==> src/rtl/onchip_mem_block_mover.sv <==
// ============================================================================
// Module      : onchip_mem_block_mover
// Description : Avalon-MM master that drives a single-port on-chip RAM
//               (address/byteenable/chipselect/write/writedata/readdata) and
//               executes one block command at a time:
//                 COPY - move len words from src to dst (ascending, one read
//                        then one write per word)
//                 FILL - write a constant pattern over len words
//               Every output is registered. The bus outputs are computed
//               from the next state, so they line up with the state the FSM
//               is in on each cycle.
// Ports       : clk, reset             - clock, synchronous active-high reset
//               cmd_valid/cmd_ready    - command handshake (ready == idle)
//               cmd_mode/src/dst/len/fill - command fields, latched on accept
//               abort                  - stop the running command early
//               busy/done/aborted      - status; done is a one-cycle pulse and
//                                        aborted is only valid alongside done
//               words_done             - words written by current/last command
//               address/byteenable/chipselect/write/writedata/readdata
//                                      - RAM master interface
// Revision    : 1.0 - initial release
// ============================================================================
`default_nettype none

module onchip_mem_block_mover #(
    parameter int ADDR_W       = 10,
    parameter int DATA_W       = 32,
    parameter int READ_LATENCY = 1
) (
    input  logic                clk,
    input  logic                reset,
    // command side
    input  logic                cmd_valid,
    output logic                cmd_ready,
    input  logic                cmd_mode,
    input  logic [ADDR_W-1:0]   cmd_src,
    input  logic [ADDR_W-1:0]   cmd_dst,
    input  logic [ADDR_W:0]     cmd_len,
    input  logic [DATA_W-1:0]   cmd_fill,
    input  logic                abort,
    output logic                busy,
    output logic                done,
    output logic                aborted,
    output logic [ADDR_W:0]     words_done,
    // memory side
    output logic [ADDR_W-1:0]   address,
    output logic [DATA_W/8-1:0] byteenable,
    output logic                chipselect,
    output logic                write,
    output logic [DATA_W-1:0]   writedata,
    input  logic [DATA_W-1:0]   readdata
);

    localparam logic [2:0] S_IDLE = 3'd0;
    localparam logic [2:0] S_RD   = 3'd1;
    localparam logic [2:0] S_WT   = 3'd2;
    localparam logic [2:0] S_WR   = 3'd3;
    localparam logic [2:0] S_FIN  = 3'd4;

    // WT counts down from READ_LATENCY-1; readdata is captured at zero.
    localparam logic [2:0]        LAT_LAST = 3'(READ_LATENCY - 1);
    localparam logic [ADDR_W-1:0] PTR_ONE  = {{(ADDR_W-1){1'b0}}, 1'b1};
    localparam logic [ADDR_W:0]   LEN_ONE  = {{ADDR_W{1'b0}}, 1'b1};

    // control state
    logic [2:0]          state_q,      state_d;
    logic [ADDR_W-1:0]   src_q,        src_d;
    logic [ADDR_W-1:0]   dst_q,        dst_d;
    logic [ADDR_W:0]     rem_q,        rem_d;
    logic                mode_q,       mode_d;
    logic [DATA_W-1:0]   fill_q,       fill_d;
    logic [DATA_W-1:0]   data_q,       data_d;
    logic [2:0]          lat_q,        lat_d;
    logic                abort_flag_q, abort_flag_d;
    logic [ADDR_W:0]     words_done_q, words_done_d;

    // registered outputs
    logic                ready_q,      ready_d;
    logic                busy_q,       busy_d;
    logic                done_q,       done_d;
    logic                aborted_q,    aborted_d;
    logic [ADDR_W-1:0]   address_q,    address_d;
    logic [DATA_W/8-1:0] be_q,         be_d;
    logic                cs_q,         cs_d;
    logic                wr_q,         wr_d;
    logic [DATA_W-1:0]   wdata_q,      wdata_d;

    // ------------------------------------------------------------------
    // Next-state logic
    // ------------------------------------------------------------------
    always_comb begin
        state_d      = state_q;
        src_d        = src_q;
        dst_d        = dst_q;
        rem_d        = rem_q;
        mode_d       = mode_q;
        fill_d       = fill_q;
        data_d       = data_q;
        lat_d        = lat_q;
        abort_flag_d = abort_flag_q;
        words_done_d = words_done_q;

        case (state_q)
            S_IDLE: begin
                // abort is deliberately not looked at while idle
                if (cmd_valid) begin
                    src_d        = cmd_src;
                    dst_d        = cmd_dst;
                    rem_d        = cmd_len;
                    mode_d       = cmd_mode;
                    fill_d       = cmd_fill;
                    words_done_d = '0;
                    abort_flag_d = 1'b0;
                    if (cmd_len == '0) begin
                        state_d = S_FIN;
                    end else if (cmd_mode) begin
                        state_d = S_WR;
                    end else begin
                        state_d = S_RD;
                    end
                end
            end

            S_RD: begin
                // The read strobe has already been issued this cycle; an
                // abort here drops the word before its write.
                if (abort) begin
                    abort_flag_d = 1'b1;
                    state_d      = S_FIN;
                end else begin
                    lat_d   = LAT_LAST;
                    state_d = S_WT;
                end
            end

            S_WT: begin
                if (abort) begin
                    abort_flag_d = 1'b1;
                    state_d      = S_FIN;
                end else if (lat_q == 3'd0) begin
                    data_d  = readdata;
                    state_d = S_WR;
                end else begin
                    lat_d = lat_q - 3'd1;
                end
            end

            S_WR: begin
                // The write on the bus this cycle always completes and counts,
                // even when abort arrives with it.
                src_d        = src_q + PTR_ONE;
                dst_d        = dst_q + PTR_ONE;
                rem_d        = rem_q - LEN_ONE;
                words_done_d = words_done_q + LEN_ONE;
                if (abort) begin
                    abort_flag_d = 1'b1;
                    state_d      = S_FIN;
                end else if (rem_q == LEN_ONE) begin
                    state_d = S_FIN;
                end else if (mode_q) begin
                    state_d = S_WR;
                end else begin
                    state_d = S_RD;
                end
            end

            S_FIN: begin
                state_d = S_IDLE;
            end

            default: begin
                state_d = S_IDLE;
            end
        endcase
    end

    // ------------------------------------------------------------------
    // Output register inputs, derived from the state being entered
    // ------------------------------------------------------------------
    always_comb begin
        cs_d      = (state_d == S_RD) || (state_d == S_WR);
        wr_d      = (state_d == S_WR);
        be_d      = cs_d ? '1 : '0;
        ready_d   = (state_d == S_IDLE);
        busy_d    = (state_d != S_IDLE);
        // done lags FIN by one cycle so the pulse sits in the first idle cycle
        done_d    = (state_q == S_FIN);
        aborted_d = (state_q == S_FIN) && abort_flag_q;

        address_d = address_q;
        if (state_d == S_RD) begin
            address_d = src_d;
        end else if (state_d == S_WR) begin
            address_d = dst_d;
        end

        wdata_d = wdata_q;
        if (state_d == S_WR) begin
            wdata_d = mode_d ? fill_d : data_d;
        end
    end

    // ------------------------------------------------------------------
    // Registers
    // ------------------------------------------------------------------
    always_ff @(posedge clk) begin
        if (reset) begin
            state_q      <= S_IDLE;
            src_q        <= '0;
            dst_q        <= '0;
            rem_q        <= '0;
            mode_q       <= 1'b0;
            fill_q       <= '0;
            data_q       <= '0;
            lat_q        <= '0;
            abort_flag_q <= 1'b0;
            words_done_q <= '0;
            ready_q      <= 1'b1;
            busy_q       <= 1'b0;
            done_q       <= 1'b0;
            aborted_q    <= 1'b0;
            address_q    <= '0;
            be_q         <= '0;
            cs_q         <= 1'b0;
            wr_q         <= 1'b0;
            wdata_q      <= '0;
        end else begin
            state_q      <= state_d;
            src_q        <= src_d;
            dst_q        <= dst_d;
            rem_q        <= rem_d;
            mode_q       <= mode_d;
            fill_q       <= fill_d;
            data_q       <= data_d;
            lat_q        <= lat_d;
            abort_flag_q <= abort_flag_d;
            words_done_q <= words_done_d;
            ready_q      <= ready_d;
            busy_q       <= busy_d;
            done_q       <= done_d;
            aborted_q    <= aborted_d;
            address_q    <= address_d;
            be_q         <= be_d;
            cs_q         <= cs_d;
            wr_q         <= wr_d;
            wdata_q      <= wdata_d;
        end
    end

    assign cmd_ready  = ready_q;
    assign busy       = busy_q;
    assign done       = done_q;
    assign aborted    = aborted_q;
    assign words_done = words_done_q;
    assign address    = address_q;
    assign byteenable = be_q;
    assign chipselect = cs_q;
    assign write      = wr_q;
    assign writedata  = wdata_q;

endmodule

`default_nettype wire

==> config.mk <==
export PLATFORM = sky130hd
export DESIGN_NAME = onchip_mem_block_mover
export DESIGN_NICKNAME = d
export VERILOG_FILES = /design/src/rtl/onchip_mem_block_mover.sv
export SDC_FILE = /design/constraint.sdc
export NUM_CORES = 1
export LEC_CHECK = 0
export ABC_AREA = 1
export BUFFER_PORTS_ARGS = -buffer_cell sky130_fd_sc_hd__buf_2
export CORE_MARGIN = 8
export CORE_UTILIZATION = 30
export DETAILED_ROUTE_END_ITERATION = 7
export PLACE_DENSITY_LB_ADDON = 0.05
export REMOVE_ABC_BUFFERS = 1
export SLEW_MARGIN = 5
export SYNTH_ARGS = -nofsm -noshare
export SYNTH_HDL_FRONTEND = slang
export SYNTH_SLANG_ARGS = --single-unit
==> constraint.sdc <==
create_clock -name clk -period 3.3 [get_ports clk]
set_input_delay 0.33 -clock clk [delete_from_list [all_inputs] [get_ports clk]]
set_output_delay 0.33 -clock clk [all_outputs]
set_load 0.02 [all_outputs]
# Word level (Yosys, flattened, before mapping)

Index checks and enable logic that the tools add are counted.

Flip-flop bits (word level): 166
Latch bits: 0
RAM bits: 0
Bits in read-only memories: 0
Input port bits: 100
Output and inout port bits: 63
Logic and storage cells: 87
Memories kept: 0

$add $sub $neg: 5
Multiply operators: 0
Div/mod/pow operators: 0
Magnitude comparators: 0
Equality and inequality tests: 12
Shift-type cells: 0
Multiplexer cells: 36
Bitwise logic cells: 0
Reductions and logical operators: 15

Operators by type and width:

| operator                                                               | number |
|---|---|
| 32-bit two-way mux                                                     | 6 |
| 11-bit case mux with 2 select lines                                    | 2 |
| 10-bit two-way mux                                                     | 4 |
| 10-bit case mux with 2 select lines                                    | 2 |
| 3-bit two-way mux                                                      | 10 |
| 11-bit two-way mux                                                     | 2 |
| 10-bit by 1-bit adder with 10-bit output, second input constant        | 2 |
| 3-bit case mux with 4 select lines                                     | 1 |
| 11-bit by 1-bit adder with 11-bit output, second input constant        | 1 |
| 11-bit by 1-bit equality test with 1-bit output, second input constant | 1 |
| 11-bit zero test                                                       | 1 |
| 11-bit by 1-bit subtractor with 11-bit output, second input constant   | 1 |
| 3-bit by 2-bit equality test with 1-bit output, second input constant  | 3 |
| 3-bit zero test                                                        | 3 |
| 2-bit != test, second input constant                                   | 4 |
| 2-bit nonzero test                                                     | 4 |
| 3-bit by 1-bit equality test with 1-bit output, second input constant  | 2 |
| 3-bit case mux with 2 select lines                                     | 1 |
| 1-bit two-way mux                                                      | 4 |
| 2-bit two-way mux                                                      | 2 |
| 4-bit two-way mux                                                      | 1 |
| 4-bit AND reduction                                                    | 1 |
| 3-bit equality test, second input constant                             | 1 |
| 3-bit AND reduction                                                    | 1 |
| other kinds (8)                                                        | 8 |

# Longest topological paths before layout

Depth in word-level cells: 7
Depth in mapped cells: 13
Mapped depth without buffers: 12

# Worst setup path before layout

Ideal clock, no wire load.

Path kind: register to register
Start point: register lat_q[0]
End point: register wdata_q[5], in the netlist writedata[5]
Setup time: 0.114 ns
Arrival time: 1.521 ns
Data required time: 3.186 ns
Setup slack: 1.665 ns
Cell stages (with the launch flop): 12
Cell sequence: dfxtp_1 -> inv_1 -> ha_1 -> inv_1 -> nor2_1 -> nand3_4 -> clkbuf_1 -> or2_1 -> o21ai_1 -> o21ai_0 -> nor2_1 -> nor2_1

Cells in the longest elaborated chain, start to end: 5
Elaborated cells on any way between the ends: 9

Ends and longest elaborated chain:

| item                                                                                 | line     | text |
|---|---|---|
| start: declaration                                                                   | 73       | `logic [2:0] lat_q, lat_d;` |
| start signal: assignment                                                             | 235      | `lat_q <= lat_d;` |
| 3-bit zero test (*)                                                                  | 140      | `end else if (lat_q == 3'd0) begin` |
| 3-bit two-way mux or 32-bit two-way mux (tied branches)                              | 140      |  |
| 3-bit two-way mux or 32-bit two-way mux (tied branches)                              | 137      | `if (abort) begin` |
| 3-bit case mux with 4 select lines or 32-bit two-way mux (tied branches)             | 103      | `case (state_q)` |
| 3-bit by 2-bit equality test with 1-bit output or 32-bit two-way mux (tied branches) | 198, 199 |  |
| end signal: assignment                                                               | 246      | `wdata_q <= wdata_d;` |
| end: declaration                                                                     | 86       | `logic [DATA_W-1:0] wdata_q, wdata_d;` |

Mark *: on every way between the ends. The rest lies on a longest branch, timed or not.
A chain may end at the register's enable or synchronous reset.

# Final worst setup path

Start point: register lat_q[0]
End point: register wdata_q[3], in the netlist writedata[3]

The elaborated chain is that of the path after synthesis.

==> run_results.csv <==
group,metric,value,unit
route,drc,0,
route,wl_per_cell,15.3,um
clock_tree,cts_buffers,17,
global_route,grt_pass1_vias,7191,
placement,dp_cells,1527,
setup_path,crit_path_end_kind,"flip-flop",
die,boundaryPins,163,
clock_tree,htree_num_levels,4,
cells_and_area,antenna_cells,0,
clock_tree,worstSkewPairLatency,430,ps
synthesis,ys_seq_elements,162,
power,internal_power,3510,uW
setup_path,worstPathMaxFanout,34,
sta,holdWs,183,ps
power,power_frac_seq,42.6,%
clock_tree,postCtsSetupBuffers,0,
sta,slew_violations,0,
synthesis,syn-cell-area,0.00780,mm2
die,rows,59,
sta,fmax,0.404,GHz
setup_path,critPathLaunchType,"flip-flop",
clock_tree,path_clk_slew,70,ps
sta,tightest_slew,679,ps
die,dieArea,0.0314,mm2
placement,hpwl,16.1,mm
setup_path,critPathKind,"reg -> reg",
status,outcome,"finished, final reports clean",
setup_path,crit_top_cell,"nor2_1",
route,dr_total_vias,7070,
power,p_sw_share,32.9,%
sta,finalHoldViolCount,0,
sta,setup_slack,824,ps
cells_and_area,drive_gt1_share,19.3,%
cells_and_area,register_area,0.00324,mm2
setup_path,crit_family,"buffers and inverters",
cells_and_area,multi_input_area,0.00370,mm2
setup_path,slowest_stage,"inv_2",
cells_and_area,fin_area,0.00934,mm2
placement,placed_area,0.00877,mm2
route,vias_per_cell,4.53,
power,total_leakage_power,0.00440,uW
min_path,min_path_type,"in -> reg",
die,fp.dieH,177,um
placement,place_ws,719,ps
clock_tree,cts_max_path_buffers,2,
global_route,grt_busiest_layer,"met2",
synthesis,synth_async_sr_flop_share,0,%
setup_path,crit_buf_inv,3,
synthesis,ys_seq_area_share,41.6,%
power,vdd_drop_max,243,uV
global_route,grt_usage,15.4,%
die,core_area,0.0258,mm2
synthesis,synth_ff_type,"dfxtp_1",
power,pwr-share-comb,20.5,%
synthesis,yosys_warnings,0,
run,max-cap-violations,0,
sta,period_share,75.0,%
cells_and_area,fillerInstances,2790,
placement,io_buffers,162,
global_route,grt_overflow,0,
power,power_density,560,mW/mm2
synthesis,avgSynthCellArea,7.22,um2
sta,clock_skew,20.9,ps
sta,relSlewSlack,54.6,%
power,p_clk_share,36.9,%
sta,fin_crit,2480,ps
route,initialDrtViolationCount,298,
synthesis,synth_edf_count,0,
sta,rsz0062_at_grt,"no",
global_route,grt_use_met2,26.0,%
setup_path,cp.required,3660,ps
cells_and_area,postLayoutCoreUtil,36.3,%
route,drt-total-wl,23.9,mm
global_route,antenna_found_initial,0,
global_route,grt_max_degree,89,
cells_and_area,syn_to_final_growth,19.8,%
sta,setup_viol,0,
synthesis,syn_inst,1081,
setup_path,arrival,2840,ps
die,die_width,177,um
global_route,met1_usage,19.1,%
placement,gp_congestion,0.767,
setup_path,max_stage_delay,670,ps
global_route,gr-usage-met3,4.05,%
route,ant_nets,0,
setup_path,crit_chain,"inv_1 > ha_1 > inv_1 > nor2_1 > nand3_4 > inv_2 > o21ai_0 > o21ai_0 > nor2_1 > nor2_1",
cells_and_area,stdcell_count,1559,
cells_and_area,nNetsFinal,1318,
route,firstDrtPassIters,4,
synthesis,ys_types,47,
power,switching_power,1720,uW
clock_tree,cts_tree,"yes",
die,start_util,30.3,%
clock_tree,hold_buffers,0,
clock_tree,cts.sinks,162,
clock_tree,cts_resized,0,
global_route,grt_pass1_wl,38.2,mm
clock_tree,clockRootBuffer,"clkbuf_16",
==> worst min-delay path, cell delays in order <==
cell	delay [ps]
buf_2	100
nand2_1	60
a31oi_1	70
==> cell families after synthesis <==
group	share of synthesized area (%)
AO/OA/AOI/OAI	17.0
XOR/XNOR	0.561
adder cells (fa/ha/maj)	1.12
buffers and inverters	11.1
flip-flops	41.6
AND/OR/NAND/NOR	28.6
==> power by group through the flow <==
stage               sequential (uW)  clock, uW  combinational [uW]
finish                         2230       1930                1070
global route                   2250       2090                1230
CTS                            2230       2010                1100
detailed placement             2270          0                1090
global placement               2270          0                1090
floorplan                      2340          0                 619
==> flip-flops by register name, indices dropped and copies added, names as in the netlist <==
name	cells
abort_flag_q	1
aborted	1
address	10
busy	1
byteenable	1
cmd_ready	1
data_q	32
done	1
dst_q	10
fill_q	32
lat_q	3
mode_q	1
rem_q	11
src_q	10
state_q	3
words_done	11
write	1
writedata	32
==> worst paths after layout <==
path / endpoint / cells past startpoint / slack (ps) / startpoint
hold / removal: rem_q[3] / 3 / 180 / cmd_len[3]
hold reg to reg: aborted / 2 / 450 / abort_flag_q
setup reg to reg: writedata[3] / 10 / 820 / lat_q[0]
setup / recovery: writedata[3] / 10 / 820 / lat_q[0]
==> per-layer routing <==
metal  routed length, um  part of all wire (%)
met1               11200                    47
met3                1170                   4.9
met5                   0                     0
met4                 153                  0.64
met2               11300                    47
==> synth_stat cells, drive strengths merged, types with 9 or more instances <==
master	number	area (um2)
a21oi	24	124
o21bai	34	255
or2	65	407
nand4	10	77.6
inv	137	519
buf	38	263
o21ai	103	519
o21a	34	255
nor3	9	45.0
nor2	176	683
nand2	171	667
dfxtp	162	3240
o211ai	10	75.1
clkbuf	20	75.1
nand3	60	340
==> layout make-up <==
cell class                      instances  share of cell area [%]
Inverter                              138                    5.65
Sequential cell                       162                    34.7
Timing Repair Buffer                  169                    9.40
Clock inverter                         14                    1.51
Tap cell                              335                    4.49
Multi-Input combinational cell        723                    39.6
Clock buffer                           18                    4.59
==> cell usage in the layout (no fill, tap or decap), drive strengths merged, types with 2 or more instances in the layout <==
cell        n
o211ai     10
or2        65
o21ai     103
dfxtp     162
xor2        4
clkinvlp    3
clkbuf     18
clkinv      5
nor3        9
ha          7
nand4      10
inv       144
a211oi      2
nand2     171
o21bai     34
a21oi      24
a31oi       4
buf       169
o21a       34
nor2      176
nand3      60
==> per-stage QoR <==
stage / power, uW / setup TNS (ps)
finish: 5230 / 0
CTS: 5340 / 0
detailed placement: 3360 / 0
global placement: 3370 / 0
floorplan: 2960 / -21370
global route: 5570 / 0
Note: power is estimated with default switching activity, not from simulation.
